`src/rtl/crc_frame_ctrl.sv`:
```
// -----------------------------------------------------------------------------
// crc_frame_ctrl
//
// Frame-level sequencer around a byte-wide CRC-8 engine. Payload bytes arrive
// on a valid/ready stream, are forwarded unchanged through a single-entry
// output register, and one CRC byte is appended after the last byte of every
// frame. The block owns CRC init, update and release for each frame.
//
// Optional feature macro: CRC_XOROUT_EN
//   defined   : the appended CRC byte is crc ^ XOROUT
//   undefined : the appended CRC byte is the raw crc register
//   The running CRC register itself is never XORed.
//
// Parameters:
//   POLY    CRC-8 generator polynomial, x^8 term implicit
//   INIT    CRC register value at reset and at the start of each frame
//   XOROUT  output XOR mask (only effective with CRC_XOROUT_EN)
//   CNT_W   width of the completed-frame counter
//
// Ports:
//   clk        clock, all logic on the rising edge
//   rst_n      asynchronous active-low reset
//   s_valid    upstream byte valid
//   s_ready    upstream byte accepted when s_valid && s_ready
//   s_data     upstream byte
//   s_last     byte is the final byte of its frame
//   m_valid    downstream beat valid
//   m_ready    downstream ready
//   m_data     payload byte or CRC byte
//   m_last     high only on the appended CRC beat
//   m_is_crc   high only on the appended CRC beat
//   in_frame   high from the first accepted byte until the CRC beat is loaded
//   frame_cnt  number of CRC beats loaded, wraps modulo 2^CNT_W
// -----------------------------------------------------------------------------
module crc_frame_ctrl #(
    parameter logic [7:0] POLY   = 8'hED,
    parameter logic [7:0] INIT   = 8'h00,
    parameter logic [7:0] XOROUT = 8'hFF,
    parameter int         CNT_W  = 16
) (
    input  logic             clk,
    input  logic             rst_n,
    input  logic             s_valid,
    output logic             s_ready,
    input  logic [7:0]       s_data,
    input  logic             s_last,
    output logic             m_valid,
    input  logic             m_ready,
    output logic [7:0]       m_data,
    output logic             m_last,
    output logic             m_is_crc,
    output logic             in_frame,
    output logic [CNT_W-1:0] frame_cnt
);

    localparam logic [0:0] ST_PASS   = 1'b0;
    localparam logic [0:0] ST_APPEND = 1'b1;

`ifdef CRC_XOROUT_EN
    localparam logic XOR_EN = 1'b1;
`else
    localparam logic XOR_EN = 1'b0;
`endif

    // Mask applied to the appended byte only; collapses to zero when the
    // output XOR feature is compiled out.
    localparam logic [7:0] CRC_OUT_MASK = XOROUT & {8{XOR_EN}};

    logic [0:0] state;
    logic [7:0] crc;
    logic [7:0] crc_next;
    logic       out_free;
    logic       accept;

    // MSB-first CRC-8 over one full byte, unrolled over eight bit steps.
    function automatic logic [7:0] crc8_byte(input logic [7:0] crc_in,
                                             input logic [7:0] d);
        logic [7:0] c;
        logic       fb;
        c = crc_in;
        for (int i = 7; i >= 0; i--) begin
            fb = c[7] ^ d[i];
            c  = {c[6:0], 1'b0} ^ (fb ? POLY : 8'h00);
        end
        return c;
    endfunction

    // The output register can take a new beat when it is empty or its current
    // beat is being consumed this cycle.
    assign out_free = !m_valid || m_ready;
    assign s_ready  = (state == ST_PASS) && out_free;
    assign accept   = s_valid && s_ready;

    // NOTE: every variable written in an always_comb gets a value on every
    // path (here a single unconditional assignment), so no latch is inferred.
    always_comb begin
        crc_next = crc8_byte(crc, s_data);
    end

    // NOTE: sequential state uses non-blocking assignments so every register
    // samples pre-edge values, independent of statement order.
    always_ff @(posedge clk or negedge rst_n) begin
        if (!rst_n) begin
            state     <= ST_PASS;
            crc       <= INIT;
            m_valid   <= 1'b0;
            m_data    <= 8'h00;
            m_last    <= 1'b0;
            m_is_crc  <= 1'b0;
            in_frame  <= 1'b0;
            frame_cnt <= '0;
        end else if (out_free) begin
            if (state == ST_APPEND) begin
                // Release the finished CRC and re-arm for the next frame.
                m_data    <= crc ^ CRC_OUT_MASK;
                m_valid   <= 1'b1;
                m_last    <= 1'b1;
                m_is_crc  <= 1'b1;
                crc       <= INIT;
                in_frame  <= 1'b0;
                frame_cnt <= frame_cnt + CNT_W'(1);
                state     <= ST_PASS;
            end else if (accept) begin
                m_data   <= s_data;
                m_valid  <= 1'b1;
                m_last   <= 1'b0;
                m_is_crc <= 1'b0;
                crc      <= crc_next;
                in_frame <= 1'b1;
                if (s_last) begin
                    state <= ST_APPEND;
                end
            end else begin
                m_valid <= 1'b0;
            end
        end
        // While stalled (m_valid && !m_ready) every output register holds.
    end

endmodule

```
`config.mk`:
```
export PLATFORM = sky130hd
export DESIGN_NAME = crc_frame_ctrl
export DESIGN_NICKNAME = d
export VERILOG_FILES = /design/src/rtl/crc_frame_ctrl.sv
export SDC_FILE = /design/constraint.sdc
export NUM_CORES = 1
export LEC_CHECK = 0
export ABC_AREA = 1
export CORE_AREA = 2 2 71 73
export CTS_BUF_LIST = sky130_fd_sc_hd__clkbuf_4 sky130_fd_sc_hd__clkbuf_8
export DETAILED_ROUTE_END_ITERATION = 10
export DIE_AREA = 0 0 73 75
export PLACE_DENSITY = 0.74
export SYNTH_ARGS = -nofsm -noshare
export SYNTH_HDL_FRONTEND = slang
export SYNTH_SLANG_ARGS = --single-unit
export TNS_END_PERCENT = 1
```
`constraint.sdc`:
```
create_clock -name clk -period 2.15 [get_ports clk]
set_clock_uncertainty 0.15 [all_clocks]
set_input_delay 0.215 -clock clk [delete_from_list [all_inputs] [get_ports clk]]
set_output_delay 0.215 -clock clk [all_outputs]
set_load 0.05 [all_outputs]
```
==> flow_summary.ini <==
[synthesis]
synth_cell_types = 31
synth_top_area_share_pct = 40.1
syn-num-nets = 286
yosysSeqAreaShare_pct = 40.1
synth_edf_count = 0
async_reset_ff_share_pct = 100
yosys_warnings = 0
syn-cell-area_um2 = 2240
ys_seq_elements = 36
ys.flop_type = dfrtp_1
netlist_top_cells_count = nand2_1, dfrtp_1, inv_1
synth.area.top_cells = dfrtp_1, nand2_1, nand2_2
syn_area_per_cell_um2 = 8.25
yosys.area.top_type = dfrtp_1
synth_most_common_cell = nand2_1
synthCells = 272

[die]
die_x_um = 73
core-area_um2 = 4660
rows = 25
fp.dieH_um = 75
pin_count = 42
die-area_um2 = 5480
initial_core_util_pct = 48.2

[timing]
relSlewSlack_pct = 65.3
tightestPinTransition_ns = 0.519
drv_slew = 0
setup_viol = 0
finalCritPeriodShare_pct = 91.9
hold_viol = 0
layout_setup_ws_ns = 0.173
min_period_ns = 1.98
max_freq_mhz = 506

[clock_tree]
ctsHtreeMaxLevel = 2
tritoncts = done
cts_sinks = 36
clockBufferDepth = 2
clk_latency_ns = 0.29
cts_hold_buffers = 0
clkTransAtPathRegs_ns = 0.07
cts-resized-gates = 0
post_cts_buffers = 0
cts_root_buf = clkbuf_8
cts_buffers = 5

[power]
power_mw = 4.33
power_density_nw_per_um2 = 1450
leakage_nw = 1.51
vdd_drop_max_v = 0.000908

[setup_path]
worstSetupEndpointType = flip-flop
startpoint = s_data[7]
worstReg2RegStart = crc[4]$_DFFE_PN0P_
path_cells = clkdlybuf4s50_1 > inv_2 > nand2_1 > nand2_2 > nand2_1 > nand2_2 > nand2_1 > nand2_2 > inv_2 > nand3_4 > nand2_4 > nand2_2 > nand2_1 > nand2_1 > nand2_1 > nand2_1 > nand3_1 > nand2_1
path_max_fanout = 4
worst_setup_path_start_kind = input pin
slowest_stage = clkdlybuf4s50_1
cpMostUsedCell = nand2_1
cp_num_cells = 18
r2r-end = crc[6]$_DFFE_PN0P_
reg2reg_slack_ns = 0.19
cp_num_buf_inv = 3
cp_top_family = simple AND/OR/NAND/NOR gates
slowest_delay_ns = 0.51
crit_arrival_ns = 2.01
path_class = in -> reg
reg2reg_depth = 16
crit_end = crc[6]$_DFFE_PN0P_
cp_data_required_time_ns = 2.18

[job]
max_cap_violations = 0

[global_routing]
grt_remaining_overflow = 0
grt_pass1_vias = 1797
grt_usage_pct = 19.5
antenna_found_initial = 0
gr-max-usage-layer = met2
met1_usage_pct = 25.6
grt_pass1_wl_mm = 8.14
grt_max_degree = 37
grtUsageMet3_pct = 4.28
grt_use_met2_pct = 32.4

[drt]
ant_nets = 0
vias_per_cell = 4.98
drc = 0
wl_mm = 4.90
dr.pass1.iters = 4
drt_iter0_markers = 95
drt-wirelength-per-cell_um = 12.4
via_count = 1961

[cells_and_area]
fillCellCount = 406
area_delta_synth_final_pct = 33.0
multi_input_area_um2 = 1220
drive_gt1_share_pct = 25.9
nets = 353
antenna_cells = 0
final_core_utilization_pct = 64.1
regArea_um2 = 902

[placement]
dp_slack_ns = -0.203
portBuffers = 41
place_congestion = 0.806
dpl.hpwl_mm = 3.91

[hold_path]
worst_hold_path.num_cells = 3
hold_class = in -> reg

[status]
status = completed
logic make-up (layout without fill, tap and decap cells):
logic type / after synthesis / after routing / synth area share (%)
buf+inv: 31 / 99 / 5.63
xor+xnor: 22 / 22 / 8.92
compound gates: 18 / 18 / 4.63
flops: 36 / 36 / 40.1
simple gates: 164 / 164 / 40.1
fa+ha+maj: 1 / 1 / 0.557
routing by layer:
layer,up-vias,routed length [µm],part of all wire [%]
li1,1010,-,-
met1,907,2290,47
met2,37,2410,49
met3,7,139,2.8
met4,0,59,1.2
met5,-,0,0
power breakdown:
group	internal, mW	total, mW	switching (mW)	leakage (nW)
Clock	0.255	0.489	0.234	0.0510
Sequential	0.853	1.03	0.172	0.440
Combinational	1.08	2.81	1.73	1.02
Total	2.19	4.33	2.14	1.51
worst reg2reg max path: stages (launching register included):
cell     delay [ns]
dfrtp_1        0.42
inv_2          0.08
nand2_1        0.06
nand2_2        0.12
nand2_2        0.07
nand2_1        0.08
nand2_2        0.10
nand2_4        0.09
nand2_2        0.05
nand3_1        0.08
nand2_2        0.11
inv_2          0.10
nand2_1        0.09
nand2_1        0.09
nand2_1        0.05
nand3_1        0.06
nand2_1        0.05
layout make-up:
class / count / share of cell area, %
Tap cell: 54 / 2.26
Sequential cell: 36 / 30.2
Timing Repair Buffer: 63 / 19.8
Clock inverter: 2 / 0.335
Inverter: 28 / 3.60
Clock buffer: 6 / 2.77
Multi-Input combinational cell: 205 / 41.0
cell usage in the layout, fill, tap and decap left out, types with 3 or more instances in the layout:
| master | instances |
|---|---|
| xor2_1 | 12 |
| nor2_1 | 14 |
| a31oi_1 | 7 |
| nor2_2 | 3 |
| inv_2 | 7 |
| dfrtp_1 | 35 |
| clkdlybuf4s50_1 | 38 |
| nand2_1 | 81 |
| nand2_4 | 10 |
| inv_1 | 20 |
| nand4_1 | 4 |
| xnor2_1 | 9 |
| o21ai_0 | 5 |
| clkbuf_8 | 6 |
| buf_4 | 22 |
| nand2_2 | 19 |
| nand3_1 | 17 |
| nand3_2 | 7 |
flip-flops by register name (all words and copies together) (netlist names):
signal,flops
frame_cnt,16
crc,8
m_data,8
in_frame,1
m_is_crc,1
m_valid,1
state,1
metrics by stage:
| step | hold WS, ns | setup TNS, ns | std cells | cell area [µm²] |
|---|---|---|---|---|
| after floorplan | -0.231 | 0 | 272 | 2240 |
| after global placement | 0.314 | -0.446 | 386 | 2880 |
| after detailed placement | 0.317 | -0.840 | 386 | 2880 |
| after CTS | 0.200 | 0 | 394 | 2970 |
| after global routing | 0.141 | -0.00443 | 394 | 2990 |
| final | 0.133 | 0 | 394 | 2990 |
worst min-delay path by stage:
stage / from / to
after floorplan: rst_n / crc[0]$_DFFE_PN0P_
after global placement: frame_cnt[15]$_DFFE_PN0P_ / frame_cnt[15]$_DFFE_PN0P_
after detailed placement: frame_cnt[15]$_DFFE_PN0P_ / frame_cnt[15]$_DFFE_PN0P_
after CTS: rst_n / frame_cnt[2]$_DFFE_PN0P_
after global routing: s_data[6] / m_data[6]$_DFFE_PN0P_
final: s_data[6] / m_data[6]$_DFFE_PN0P_
(Power assumes the default switching activity.)
